### config.mk
export PLATFORM = sky130hd
export DESIGN_NAME = vga_fb_reader
export DESIGN_NICKNAME = d
export VERILOG_FILES = /design/src/rtl/vga_fb_reader.sv
export SDC_FILE = /design/constraint.sdc
export NUM_CORES = 1
export LEC_CHECK = 0
export CAP_MARGIN = 10
export CORE_UTILIZATION = 44
export DETAILED_ROUTE_END_ITERATION = 16
export HOLD_SLACK_MARGIN = 0.15
export PLACE_DENSITY = 0.75
export SYNTH_ARGS = -nofsm -noshare
export SYNTH_HDL_FRONTEND = slang
export SYNTH_SLANG_ARGS = --single-unit
### constraint.sdc
create_clock -name i_clk25m -period 2 [get_ports i_clk25m]
set_input_delay 0.2 -clock i_clk25m [delete_from_list [all_inputs] [get_ports i_clk25m]]
set_output_delay 0.2 -clock i_clk25m [all_outputs]
set_load 0.01 [all_outputs]
### src/rtl/vga_fb_reader.sv
// Display-side framebuffer reader: 2x upscale of a FB_WxFB_H RGB444 buffer onto VGA timing.
// Define VGA_FB_BORDER_EN to paint a white one-pixel border around the active display.
module vga_fb_reader #(
  parameter int unsigned FB_W   = 320,
  parameter int unsigned FB_H   = 240,
  parameter int unsigned ADDR_W = 17,
  parameter int unsigned RD_LAT = 2
) (
  input  logic              i_clk25m,
  input  logic              i_rstn_clk25m,
  input  logic [9:0]        i_VGA_x,
  input  logic [9:0]        i_VGA_y,
  input  logic              i_VGA_video,
  input  logic              i_VGA_hsync,
  input  logic              i_VGA_vsync,
  output logic [ADDR_W-1:0] o_fb_raddr,
  output logic              o_fb_ren,
  input  logic [11:0]       i_fb_rdata,
  output logic              o_VGA_hsync,
  output logic              o_VGA_vsync,
  output logic              o_VGA_video,
  output logic [3:0]        o_VGA_red,
  output logic [3:0]        o_VGA_green,
  output logic [3:0]        o_VGA_blue
);

  localparam int unsigned LAT = RD_LAT + 2;
  localparam logic [9:0] DISP_W = 10'(2 * FB_W);
  localparam logic [9:0] DISP_H = 10'(2 * FB_H);
  localparam logic [ADDR_W-1:0] LINE_STEP = ADDR_W'(FB_W);

  typedef enum logic {SYNC_WAIT, RUN} state_e;

  state_e              r_state, w_state_next;
  logic                w_sof, w_run, w_ren, w_video_fall, w_force_white;
  logic [ADDR_W-1:0]   r_fb_raddr, r_line_base, w_line_base;
  logic                r_fb_ren, r_video_q;
  logic [9:0]          r_y_act;
  logic [LAT-1:0]      r_hs_sr, r_vs_sr, r_vid_sr;
  logic [LAT-2:0]      r_vld_sr;
  logic [11:0]         r_rgb, w_rgb_next;

  assign w_sof = i_VGA_video && (i_VGA_x == '0) && (i_VGA_y == '0);

  always_ff @(posedge i_clk25m or negedge i_rstn_clk25m) begin
    if (!i_rstn_clk25m) r_state <= SYNC_WAIT;
    else                r_state <= w_state_next;
  end

  // w_run also covers the start-of-frame cycle so address 0 issues on entry.
  always_comb begin
    w_state_next = r_state;
    w_run        = 1'b0;
    case (r_state)
      SYNC_WAIT: begin
        if (w_sof) begin
          w_state_next = RUN;
          w_run        = 1'b1;
        end
      end
      RUN:     w_run = 1'b1;
      default: w_state_next = SYNC_WAIT;
    endcase
  end

  assign w_ren        = w_run && i_VGA_video && (i_VGA_x < DISP_W) && (i_VGA_y < DISP_H);
  assign w_line_base  = w_sof ? '0 : r_line_base;
  assign w_video_fall = r_video_q && !i_VGA_video;

  always_ff @(posedge i_clk25m or negedge i_rstn_clk25m) begin
    if (!i_rstn_clk25m) begin
      r_fb_raddr  <= '0;
      r_fb_ren    <= 1'b0;
      r_line_base <= '0;
      r_video_q   <= 1'b0;
      r_y_act     <= '0;
    end else begin
      r_fb_ren  <= w_ren;
      if (w_ren) r_fb_raddr <= w_line_base + ADDR_W'(i_VGA_x[9:1]);
      r_video_q <= i_VGA_video;
      if (i_VGA_video) r_y_act <= i_VGA_y;
      // Each framebuffer row is shown on two display lines; advance after the odd one.
      if (w_sof) begin
        r_line_base <= '0;
      end else if (r_state == RUN && w_video_fall && r_y_act[0]) begin
        if (r_y_act == DISP_H - 10'd1) r_line_base <= '0;
        else                           r_line_base <= r_line_base + LINE_STEP;
      end
    end
  end

  always_ff @(posedge i_clk25m or negedge i_rstn_clk25m) begin
    if (!i_rstn_clk25m) begin
      r_hs_sr  <= '1;
      r_vs_sr  <= '1;
      r_vid_sr <= '0;
      r_vld_sr <= '0;
      r_rgb    <= '0;
    end else begin
      r_hs_sr  <= {r_hs_sr[LAT-2:0], i_VGA_hsync};
      r_vs_sr  <= {r_vs_sr[LAT-2:0], i_VGA_vsync};
      r_vid_sr <= {r_vid_sr[LAT-2:0], i_VGA_video};
      r_vld_sr <= {r_vld_sr[LAT-3:0], w_ren};
      r_rgb    <= w_rgb_next;
    end
  end

`ifdef VGA_FB_BORDER_EN
  logic           w_border;
  logic [LAT-2:0] r_bdr_sr;

  assign w_border = w_run && i_VGA_video &&
                    ((i_VGA_x == '0) || (i_VGA_x == DISP_W - 10'd1) ||
                     (i_VGA_y == '0) || (i_VGA_y == DISP_H - 10'd1));

  always_ff @(posedge i_clk25m or negedge i_rstn_clk25m) begin
    if (!i_rstn_clk25m) r_bdr_sr <= '0;
    else                r_bdr_sr <= {r_bdr_sr[LAT-3:0], w_border};
  end

  assign w_force_white = r_bdr_sr[LAT-2];
`else
  assign w_force_white = 1'b0;
`endif

  // Stage LAT-2 lines up with the cycle in which i_fb_rdata is valid.
  always_comb begin
    w_rgb_next = '0;
    if (r_vid_sr[LAT-2] && r_vld_sr[LAT-2]) w_rgb_next = i_fb_rdata;
    if (w_force_white) w_rgb_next = 12'hFFF;
  end

  assign o_fb_raddr  = r_fb_raddr;
  assign o_fb_ren    = r_fb_ren;
  assign o_VGA_hsync = r_hs_sr[LAT-1];
  assign o_VGA_vsync = r_vs_sr[LAT-1];
  assign o_VGA_video = r_vid_sr[LAT-1];
  assign o_VGA_red   = r_rgb[11:8];
  assign o_VGA_green = r_rgb[7:4];
  assign o_VGA_blue  = r_rgb[3:0];

endmodule

==> results.toml <==
[cells_and_area]
design_area_mm2 = 0.00447
stdcell_count = 456
antenna_cells = 0
final_util = 0.708
final_common_cell = "dfrtp_1"
drive_gt1_frac = 0.346
layout.nets = 416
final_cell_mix = "dfrtp_1 (58), clkdlybuf4s50_1 (47), buf_4 (45)"
area_growth_pct = 56.1

[placement]
dpl-instance-area_mm2 = 0.00398
port_buffers = 69
gp_congestion = 0.801
hpwlAfterDp_um = 4890
place_inst = 421

[global_route]
grt.met2_usage = 0.406
grt_pass1_vias = 2435
grt_overflow = 0
grt-busiest-layer = "met2"
grt_max_degree = 34
grt_usage = 0.231
grt_use_met3 = 0.0681
antenna_found_initial = 0
grt_use_met1 = 0.268
grt_pass1_wl_um = 11500

[clocking]
cts_buffers = 9
htreeDepth = 3
clock_latency_ns = 0.34
cts_root_buf = "clkbuf_8"
clock_path_buffers = 2
cts_tree = "built"
cts.clk_slew.worst_paths_ns = 0.07
cts.sinks = 66

[critical_path]
critPathMaxFanout = 5
critPathRequiredTime_ns = 2.22
startpoint_type = "input port"
crit_arrival_ns = 2.59
end_kind = "register"
path_class = "in2reg"

[run_status]
violations = "setup timing"
outcome = "complete, but fails checks"

[power]
ir_worst_vdd_mv = 0.694
p_leak_nw = 2.02
finalPower_w = 0.00290
p_per_area_mw_per_mm2 = 648

[synth]
ys_seq_area_frac = 0.580
synthCells = 246
ys_async_sr_fraction = 1.00
syn_area_per_cell_um2 = 11.6
synth_largest_area_cell = "dfrtp_1"
synth.distinct_cells = 47
synth_flop_cell = "dfrtp_1"
synth_top_cell_area_share = 0.507
synth_edf_count = 0
synth_fp_nets = 288
ys_warn_count = 0
syn-cell-area_mm2 = 0.00286
ys_top_cells_by_area = "dfrtp_1 (51%), dfstp_2 (7.3%), mux2_2 (5.9%)"
synth-seq-cells = 66

[timing]
fmax_mhz = 422
finalSetupViolations = 9
skew_ns = 0.00623
worst_slew_pin_slew_ns = 0.699
timing.final.ws_setup_ns = -0.372
slew_headroom = 0.531
rsz0062_at_grt = "yes"
fin_crit_sh = 1.19
finalCriticalPeriod_ns = 2.37
hold_viol = 0
drv_slew = 0
whs_ns = 0.190

[flow_run]
maxCapViolations = 0

[routing]
ant_nets = 0
vias = 2419
drt_first_pass_iters = 4
via_per_inst = 5.30
wirelength_um = 7080
drtIter0Drc = 167
drc = 0
wire_per_inst_um = 15.5

[die]
io_pins = 70
start_util = 0.454
design.core.area_mm2 = 0.00631
die-area_mm2 = 0.00684
fp.dieH_um = 82.7
num_rows = 29
dieWidth_um = 82.7

[min_path]
holdCritPathClass = "in2reg"
[per-layer routing]
metal  wire [um]  vias to the layer above
li1            -                     1164
met4          59                        0
met1        2990                     1186
met3         302                        7
met5           0                        -
met2        3730                       62
[critical path, stage by stage]
cell and delay, ns:
buf_8 0.10, nor4_4 0.25, nand4_1 0.14, or4_4 0.47, and2_4 0.17, ha_4 0.23, a21o_1 0.16, a21o_1 0.22
buf_6 0.15, o211ai_1 0.22, xor2_1 0.18, o2bb2ai_1 0.09
[cells in the mapped netlist (5+ instances only)]
master and number:
and3_1 14, nand4_1 6, o2bb2ai_1 7, mux2_2 15, clkbuf_1 6, dfstp_2 8, a21oi_1 9, xor2_1 6
dfrtp_1 58, nor4_1 7, nand3_1 11, ha_1 5, nor2_1 14, o21ai_0 14, nand2_1 12
[metrics by stage]
| stage | setup TNS (ns) | setup slack (ns) |
|---|---|---|
| 6_report | -2.24 | -0.372 |
| 3_5_place_dp | -11.90 | -1.15 |
| 4_1_cts | -2.72 | -0.301 |
| 5_1_grt | -3.22 | -0.497 |
| 3_3_place_gp | -11.49 | -1.11 |
| 2_1_floorplan | -3.14 | -0.558 |
[state kept, by name, indices dropped and copies added (netlist names)]
signal / flops
r_vid_sr: 4
o_fb_raddr: 17
r_state: 1
r_vs_sr: 4
r_hs_sr: 4
r_line_base: 11
r_vld_sr: 3
r_y_act: 10
r_rgb: 12
[report_power, final]
group          switching, W  leakage [nW]  internal, W
logic             0.0000954          1.04     0.000135
clock network      0.000537         0.112     0.000738
registers         0.0000184         0.863      0.00137
total              0.000650          2.02      0.00224
[layout make-up]
class	instances	area, um^2
clock inverters	6	90.1
well taps	77	96.3
flip-flops and latches	66	1660
inverters	4	15.0
clock buffers	10	138
multi-input cells	168	1330
fillers	472	1840
repair buffers	125	1140
[timing repair]
| item | in CTS | in global routing |
|---|---|---|
| setup buffers | 13 | 7 |
| hold endpoints to repair | 19 | 0 |
| pin swaps | 22 | 13 |
| setup endpoints to repair | 11 | 26 |
| hold buffers | 4 | 0 |
| cloned | 0 | 0 |
| resized for setup | 92 | 9 |
[logic make-up after synthesis]
| group | count (synthesis) | share of synthesized area |
|---|---|---|
| simple gates | 86 | 0.166 |
| mux | 15 | 0.0590 |
| other cells | 1 | 0.00131 |
| flops | 66 | 0.580 |
| compound gates | 51 | 0.122 |
| xor+xnor | 10 | 0.0306 |
| fa+ha+maj | 5 | 0.0218 |
| buf+inv | 12 | 0.0188 |
[worst paths after layout]
kind                                start        endpoint  slack (ns)  cells past startpoint
max                            i_VGA_x[2]  o_fb_raddr[16]       -0.37                     12
min reg2reg                    r_vs_sr[0]      r_vs_sr[1]        0.35                      0
max reg2reg                r_line_base[7]  o_fb_raddr[16]        0.03                      8
max in group asynchronous   i_rstn_clk25m      r_hs_sr[2]        1.01                      3
min                            i_VGA_y[0]      r_y_act[0]        0.19                      3
min in group asynchronous   i_rstn_clk25m   o_fb_raddr[1]        0.37                      2
Power figures use the tool's default switching activity.
